**config.mk**
```make
export PLATFORM = sky130hd
export DESIGN_NAME = uart_rx_ctrl
export DESIGN_NICKNAME = d
export VERILOG_FILES = /design/src/rtl/uart_pkg.sv /design/src/rtl/uart_sync_fifo.sv /design/src/rtl/uart_rx_ctrl.sv
export SDC_FILE = /design/constraint.sdc
export NUM_CORES = 1
export LEC_CHECK = 0
export ABC_AREA = 0
export BUFFER_PORTS_ARGS = -buffer_cell sky130_fd_sc_hd__buf_2
export CAP_MARGIN = 20
export CORE_ASPECT_RATIO = 0.8
export CORE_UTILIZATION = 50
export CTS_CLUSTER_DIAMETER = 80
export DETAILED_ROUTE_END_ITERATION = 8
export PLACE_DENSITY_LB_ADDON = 0.08
export REMOVE_ABC_BUFFERS = 1
export SLEW_MARGIN = 20
export SYNTH_ARGS = -nofsm -noshare
export SYNTH_HDL_FRONTEND = slang
export SYNTH_SLANG_ARGS = --single-unit
```
**constraint.sdc**
```tcl
create_clock -name clk -period 1.9 [get_ports clk]
set_input_delay 0.095 -clock clk [delete_from_list [all_inputs] [get_ports clk]]
set_output_delay 0.095 -clock clk [all_outputs]
set_load 0.005 [all_outputs]
```
**src/rtl/uart_pkg.sv**
```systemverilog
// Shared UART receive-side types and constants.
package uart_pkg;

  typedef enum logic [1:0] {
    ST_IDLE  = 2'd0,
    ST_ARMED = 2'd1,
    ST_RECV  = 2'd2,
    ST_DRAIN = 2'd3
  } rx_ctrl_state_t;

  localparam int unsigned UART_FRAME_BITS  = 10;
  localparam logic [15:0] UART_DEFAULT_DIV = 16'd10417;
  localparam int unsigned ERR_CNT_W        = 8;

endpackage

```
**src/rtl/uart_sync_fifo.sv**
```systemverilog
// Byte FIFO, first-word fall-through; a pop frees room for a push in the same cycle.
module uart_sync_fifo #(
  parameter int unsigned DEPTH = 4
) (
  input  logic                     clk,
  input  logic                     rst,
  input  logic                     i_push,
  input  logic                     i_pop,
  input  logic                     i_flush,
  input  logic [7:0]               i_wdata,
  output logic [7:0]               o_rdata,
  output logic [$clog2(DEPTH):0]   o_level,
  output logic                     o_drop_c
);

  localparam int unsigned PW = $clog2(DEPTH);
  localparam int unsigned LW = PW + 1;

  logic [7:0]    r_mem [DEPTH];
  logic [PW-1:0] r_wr_ptr;
  logic [PW-1:0] r_rd_ptr;
  logic [LW-1:0] r_level;
  logic          w_full;
  logic          w_empty;
  logic          w_push;
  logic          w_pop;

  assign w_full   = (r_level == LW'(DEPTH));
  assign w_empty  = (r_level == '0);
  assign w_pop    = i_pop & ~w_empty;
  assign w_push   = i_push & (~w_full | w_pop);
  // A byte is lost only when full with no pop; a flush discards it silently.
  assign o_drop_c = i_push & w_full & ~w_pop & ~i_flush;

  always_ff @(posedge clk) begin
    if (rst) begin
      r_wr_ptr <= '0;
      r_rd_ptr <= '0;
      r_level  <= '0;
      for (int i = 0; i < int'(DEPTH); i++) r_mem[i] <= 8'h00;
    end else if (i_flush) begin
      r_wr_ptr <= '0;
      r_rd_ptr <= '0;
      r_level  <= '0;
    end else begin
      if (w_push) begin
        r_mem[r_wr_ptr] <= i_wdata;
        r_wr_ptr        <= r_wr_ptr + PW'(1);
      end
      if (w_pop) r_rd_ptr <= r_rd_ptr + PW'(1);
      r_level <= r_level + LW'(w_push) - LW'(w_pop);
    end
  end

  assign o_rdata = r_mem[r_rd_ptr];
  assign o_level = r_level;

endmodule

```
**src/rtl/uart_rx_ctrl.sv**
```systemverilog
// UART RX controller: rx_en sequencing, byte FIFO, error/overrun status.
// Optional idle timeout built when UART_RX_TIMEOUT_EN is defined.
module uart_rx_ctrl
  import uart_pkg::*;
#(
  parameter int unsigned DEPTH    = 4,
  parameter logic [15:0] DIV      = UART_DEFAULT_DIV,
  parameter int unsigned TO_CHARS = 4
) (
  input  logic                   clk,
  input  logic                   rst,
  input  logic                   enable,
  input  logic                   flush,
  input  logic                   clr_status,
  output logic                   rx_en,
  input  logic                   rx_busy,
  input  logic                   rx_done,
  input  logic                   rx_error,
  input  logic [7:0]             rx_data,
  output logic                   rd_valid,
  input  logic                   rd_ready,
  output logic [7:0]             rd_data,
  output logic [$clog2(DEPTH):0] level,
  output logic                   overrun,
  output logic [ERR_CNT_W-1:0]   err_count,
  output logic                   timeout
);

  rx_ctrl_state_t r_state;
  logic           w_done;
  logic           w_err;
  logic           w_push_req;
  logic           w_pop;
  logic           w_drop;

  // Frames completing while idle (e.g. straggling after reset) are ignored.
  assign w_done     = rx_done & (r_state != ST_IDLE);
  assign w_err      = w_done & rx_error;
  assign w_push_req = w_done & ~rx_error;
  assign rd_valid   = (level != '0);
  assign w_pop      = rd_valid & rd_ready;

  always_ff @(posedge clk) begin
    if (rst) begin
      r_state <= ST_IDLE;
      rx_en   <= 1'b0;
    end else begin
      case (r_state)
        ST_IDLE: begin
          if (enable) begin
            r_state <= ST_ARMED;
            rx_en   <= 1'b1;
          end
        end
        ST_ARMED: begin
          if (!enable) begin
            r_state <= ST_IDLE;
            rx_en   <= 1'b0;
          end else if (rx_busy) begin
            r_state <= ST_RECV;
          end
        end
        ST_RECV: begin
          if (rx_done || !rx_busy) r_state <= ST_ARMED;
          else if (!enable)        r_state <= ST_DRAIN;
        end
        ST_DRAIN: begin
          if (rx_done || !rx_busy) begin
            r_state <= ST_IDLE;
            rx_en   <= 1'b0;
          end
        end
        default: begin
          r_state <= ST_IDLE;
          rx_en   <= 1'b0;
        end
      endcase
    end
  end

  uart_sync_fifo #(.DEPTH(DEPTH)) u_fifo (
    .clk      (clk),
    .rst      (rst),
    .i_push   (w_push_req),
    .i_pop    (rd_ready),
    .i_flush  (flush),
    .i_wdata  (rx_data),
    .o_rdata  (rd_data),
    .o_level  (level),
    .o_drop_c (w_drop)
  );

  // Status: a new event in the same cycle as clr_status takes precedence.
  always_ff @(posedge clk) begin
    if (rst) begin
      overrun   <= 1'b0;
      err_count <= '0;
    end else begin
      if (w_drop)          overrun <= 1'b1;
      else if (clr_status) overrun <= 1'b0;

      if (w_err) begin
        if (clr_status)              err_count <= ERR_CNT_W'(1);
        else if (err_count != '1)    err_count <= err_count + ERR_CNT_W'(1);
      end else if (clr_status) begin
        err_count <= '0;
      end
    end
  end

`ifdef UART_RX_TIMEOUT_EN
  localparam logic [19:0] TO_LIMIT = 20'(TO_CHARS * UART_FRAME_BITS * 32'(DIV));

  logic [19:0] r_to_cnt;
  logic        w_to_rst;
  logic        w_to_hit;

  assign w_to_rst = w_push_req | w_pop | flush | rx_busy;
  assign w_to_hit = ~w_to_rst & rd_valid & (r_to_cnt == TO_LIMIT - 20'd1);

  always_ff @(posedge clk) begin
    if (rst) begin
      r_to_cnt <= '0;
      timeout  <= 1'b0;
    end else begin
      if (w_to_rst || !rd_valid) r_to_cnt <= '0;
      else if (r_to_cnt != '1)   r_to_cnt <= r_to_cnt + 20'd1;

      if (w_to_hit)        timeout <= 1'b1;
      else if (clr_status) timeout <= 1'b0;
    end
  end
`else
  logic w_unused_cfg;
  assign w_unused_cfg = ^{DIV, 32'(TO_CHARS)};
  assign timeout      = 1'b0;
`endif

endmodule

```
# Word-level counts from Yosys, hierarchy flattened

Memories as Yosys holds them, arrays and structs flattened. A register that Yosys moved wholly into a read port is not among the register bits.
Cells that the tools add are included.

Add/subtract/negate cells: 5
Multiply operators: 0
Divide/modulo/power cells: 0
Order comparisons: 0
Equality and inequality tests: 10
Shift-type cells: 0
Mux-type cells: 28
Bitwise gates (word level): 14
Reductions and logical operators: 15

Operators with widths:

| kind                                          | number |
|---|---|
| two-way mux 8 bit                             | 5 |
| two-way mux 2 bit                             | 9 |
| two-way mux 1 bit                             | 12 |
| adder 8 x 1 -> 8 bit, second input constant   | 1 |
| bitwise AND 1 bit                             | 8 |
| inequality test 8 bit, second input constant  | 1 |
| one-hot mux 2 bit (4 select lines)            | 1 |
| AND reduction 4 bit                           | 2 |
| nonzero test 2 bit                            | 4 |
| OR reduction 8 bit                            | 1 |
| inequality test 2 bit, second input constant  | 3 |
| inequality test 3 bit, second input constant  | 2 |
| nonzero test 3 bit                            | 2 |
| inverter 1 bit                                | 5 |
| adder 2 x 1 -> 2 bit, second input constant   | 2 |
| == test 2 bit, second input constant          | 2 |
| adder 3 x 1 -> 3 bit                          | 1 |
| == test 3 bit, second input constant          | 1 |
| zero test 3 bit                               | 1 |
| one-hot mux 1 bit (3 select lines)            | 1 |
| subtractor 3 x 1 -> 3 bit                     | 1 |
| == test 2 x 1 -> 1 bit, second input constant | 1 |
| zero test 2 bit                               | 1 |
| AND reduction 2 bit                           | 1 |
| 4 further kinds                               | 4 |

Flip-flop bits (word level): 19
Latch bits: 0
RAM bits: 32
Bits in read-only memories: 0
Input bits: 17
Output and inout bits: 23
Logic and storage cells: 80
Memories kept: 1

Memory list:

| name         | depth | width | rd ports | clocked after memory_dff | wr ports | line                 | RTL |
|---|---|---|---|---|---|---|---|
| u_fifo.r_mem | 4     | 8     | 1        | 1                        | 4        | uart_sync_fifo.sv:19 | `logic [7:0] r_mem [DEPTH];` |

# Longest topological paths before layout

Word-level depth: 11
Gate-level depth with buffers: 8
Mapped depth without buffers: 8

# Modules after synthesis

A second synthesis with hierarchy kept.

Cell total of the unflattened synthesis: 203
Area total of the unflattened synthesis: 2,486.1 µm²

Modules (own cells, without submodules):

| module         | instances | cells an instance | area each (µm²) | seq. area each (µm²) |
|---|---|---|---|---|
| uart_sync_fifo | 1         | 130               | 1,870.5         | 1,141.1 |
| uart_rx_ctrl   | 1         | 73                | 615.6           | 240.2 |

# Worst setup path after synthesis

No wires, ideal clock.

Path kind: reg2reg
From: reg u_fifo.r_level[1] (netlist: u_fifo.o_level[1])
To: mem u_fifo.r_mem[0][0], enable pin
Library setup time: 0.329 ns
Arrival: 1.540 ns
Data required time: 1.571 ns
Setup slack: 0.031 ns
Stages on the path, launching flop included: 6
Path buffers: 1
Clock period less this slack: 1.869 ns
Cells stage by stage: dfxtp_1 > nor4b_4 > nor4_2 > buf_6 > nor3b_4 > or2_1

RTL lines:

| element                | line                 | RTL |
|---|---|---|
| from (decl)            | uart_sync_fifo.sv:22 | `logic [LW-1:0] r_level;` |
| from (signal assigned) | uart_sync_fifo.sv:51 | `r_level <= r_level + LW'(w_push) - LW'(w_pop);` |
| to (decl)              | uart_sync_fifo.sv:19 |  |

# Worst setup path after layout

From: reg u_fifo.r_level[1] (netlist: u_fifo.o_level[1])
To: reg u_fifo.r_level[2] (netlist: u_fifo.o_level[2])

Cells in the longest elaborated chain, start to end: 7
Elaborated cells on any way between the ends: 9
Classes of those cells: 2 x add/sub; 1 x eq/ne; 5 x bitwise; 1 x reduce/logical

Ends and longest elaborated chain:

| element                     | line                 | RTL |
|---|---|---|
| zero test 3 bit *           | uart_sync_fifo.sv:29 | `assign w_empty = (r_level == '0);` |
| inverter 1 bit *            | uart_sync_fifo.sv:30 | `assign w_pop = i_pop & ~w_empty;` |
| bitwise AND 1 bit *         | uart_sync_fifo.sv:30 |  |
| via u_fifo.w_pop            | uart_sync_fifo.sv:26 | `logic w_pop;` |
| bitwise OR 1 bit            | uart_sync_fifo.sv:31 | `assign w_push = i_push & (~w_full \| w_pop);` |
| bitwise AND 1 bit           | uart_sync_fifo.sv:31 |  |
| adder 3 x 1 -> 3 bit        | uart_sync_fifo.sv:51 |  |
| subtractor 3 x 1 -> 3 bit * | uart_sync_fifo.sv:51 |  |

Mark *: on every way through the listed nets, which the timed path passes. The rest lies on a longest branch.
A chain may end at the register's enable or synchronous reset.

==> flow_summary.yaml <==
clocking:
  h-tree-depth: 2
  clkLatencyLatePin_ps: 300
  cts-root-buf: "clkbuf_8"
  clkTransAtPathRegs_ps: 100
  cts_tree: "yes"
  numCtsBuffers: 5
  hold_buffers: 0
  clock_path_buffers: 2
  clock-sinks: 53
pwr:
  switching_share_pct: 22.3
  switchingPower_w: 0.000463
  p_comb_share_pct: 7.3
  p_per_area_nw_per_um2: 710
  p_leak_nw: 1.18
  clkPwrFrac_pct: 32.1
  power_frac_seq_pct: 60.6
  intPower_w: 0.00161
  vdd_drop_max_mv: 0.443
setup_path:
  cp-startpoint: "u_fifo.o_level[1]"
  rrSetupSlack_ps: 20
  crit_type: "reg2reg"
  worstRegToRegCells: 8
  reg2reg_from: "u_fifo.o_level[1]"
  arrival_ps: 2080
  crit_path_max_fanout: 3
  r2r-end: "u_fifo.o_level[2]"
  worst-endpoint-required_ps: 2110
  endpoint_kind: "register"
  crit_end: "u_fifo.o_level[2]"
  start_kind: "register"
routing:
  firstDrtPassIters: 4
  postRouteAntennaNets: 0
  viasPerCell: 5.51
  route.detailed.drc: 0
  drt_iter0_drc: 91
  avgRoutedWirePerCell_um: 16.1
  routed_wl_um: 4980
  route.vias.total: 1707
final_layout:
  antennaDiodeCount: 0
  final_area_um2: 2920
  area_growth_pct: 17.2
  nFillCells: 379
  drive_above_1_share_pct: 34.0
  finalNetCount: 270
grt:
  antenna_found_initial: 0
  grt_remaining_overflow: 0
  grt_usage_pct: 21.0
  grt_pass1_wl_um: 7940
  grt_start_max_net_pins: 17
  grt_pass1_vias: 1575
placed_design:
  place.gp.congestion: 0.857
  port_buffers: 38
  placed_cell_area_um2: 2770
  hpwlAfterDp_um: 3520
floorplanning:
  io_pins: 40
  die_x_um: 80.9
  rows: 22
  die_y_um: 65.1
  core-area_um2: 4680
  dieArea_um2: 5270
  initial_core_util_pct: 53.2
logic_synthesis:
  yosysMostFrequentCell: "and2_1"
  yosysTopAreaCell: "edfxtp_1"
  synth_ff_type: "edfxtp_1"
  synthDominantCellAreaShare_pct: 38.6
  ys_warn_count: 0
  synthArstFlopShare_pct: 0
  synth.area.top_cells: "edfxtp_1 (39%), dfxtp_1 (17%), and2_1 (8.3%)"
  avgSynthCellArea_um2: 12.5
  synth-edff-count: 32
  synth_top_cells_by_count: "and2_1 (33), edfxtp_1 (32), dfxtp_1 (21)"
  ys_seq_area_share_pct: 55.5
  synth_area_um2: 2490
  synthCells: 199
  ys_ff_latch: 53
  ys_types: 48
timing:
  finClkSkew_ps: 6.44
  hold_ws_ps: 29.0
  fmax_mhz: 533
  period_share_pct: 98.7
  finalSetupViolCount: 0
  final-hold-violation-count: 0
  drv_slew: 0
  min_period_ps: 1880
  rsz0062_at_grt: "yes"
outcome:
  status: "completed"
run:
  max_cap_violations: 0
min_path:
  min_path_type: "in2reg"
sequential cells by signal (all words and copies together) (netlist names), named ones only:
| signal | flops |
|---|---|
| u_fifo.r_wr_ptr | 2 |
| u_fifo.o_level | 3 |
| u_fifo.r_mem | 32 |
| overrun | 1 |
| u_fifo.r_rd_ptr | 2 |
| rx_en | 1 |
| err_count | 8 |
| r_state | 2 |
worst max-delay path: stages (launching register included):
cell	delay [ps]
dfxtp_4	360
o31a_1	310
ha_1	280
inv_1	60
ha_2	170
inv_2	40
fa_2	330
xnor2_1	170
nor2_1	50
through the flow:
| stage | total power [W] | utilization (%) | TNS [ps] | setup slack (ps) | std cells |
|---|---|---|---|---|---|
| CTS | 0.00208 | 61.5 | -32.8 | -32.8 | 307 |
| finish | 0.00207 | 62.4 | 0 | 24.7 | 310 |
| floorplan | 0.00135 | - | -1230 | -92.9 | 189 |
| global placement | 0.00142 | 59.2 | 0 | 70.8 | 298 |
| global route | 0.00215 | 62.4 | -43.8 | -33.6 | 310 |
| detailed placement | 0.00143 | 59.2 | -409 | -63.9 | 298 |
routing by layer:
metal,vias up,wire length [um],global-route usage (%)
met2,49,2190,30.1
met4,0,46,9.15
met1,830,2520,30.7
li1,823,-,-
met3,5,223,4.44
met5,-,0,0
power groups by stage:
stage	registers [W]	clock network [W]	logic, W
finish	0.00126	0.000665	0.000152
global route	0.00126	0.000720	0.000168
CTS	0.00126	0.000677	0.000148
detailed placement	0.00129	0	0.000146
global placement	0.00128	0	0.000140
floorplan	0.00128	0	0.0000677
area by class of cell:
class                      instances  area [um^2]  share of cell area, %
multi-input combinational        129         1030                   35.2
inverter                           7         26.3                  0.900
timing repair buffer              53          303                   10.4
clock buffer                       6         82.6                   2.83
sequential                        53         1390                   47.6
clock inverter                     2         13.8                  0.471
tap                               60         75.1                   2.57
cells in the final DEF, fill, tap and decap left out, types with 5 or more instances in the layout:
cell type	instances
edfxtp_1	32
buf_2	38
a21oi_1	6
buf_4	15
clkbuf_8	6
xnor2_1	6
and2_1	33
nor2_1	15
dfxtp_1	18
mux4_2	8
o21ai_0	5
inv_1	6
logic make-up after synthesis:
family,synth area share (%)
simple gates,20.5
flops,55.5
compound gates,7.74
buf+inv,3.82
xor+xnor,2.81
mux,7.24
fa+ha+maj,2.31
other cells,0.151
repair_timing:
| action | CTS | global route |
|---|---|---|
| gates resized for setup | 2 | 9 |
| hold endpoints to repair | 0 | 0 |
| endpoints found under the setup margin | 17 | 10 |
| pin swaps | 1 | 4 |
| setup buffers | 1 | 3 |
worst min-delay path by stage:
| stage | start | to | cells after the start | slack (ps) |
|---|---|---|---|---|
| 2_1_floorplan | rst | err_count[0] | 1 | 160 |
| 5_1_grt | clr_status | err_count[7] | 2 | 40 |
| 3_3_place_gp | clr_status | err_count[7] | 2 | 340 |
| 4_1_cts | clr_status | err_count[7] | 2 | 20 |
| 6_report | clr_status | err_count[7] | 2 | 30 |
| 3_5_place_dp | clr_status | err_count[7] | 2 | 350 |
(Power assumes the default switching activity.)
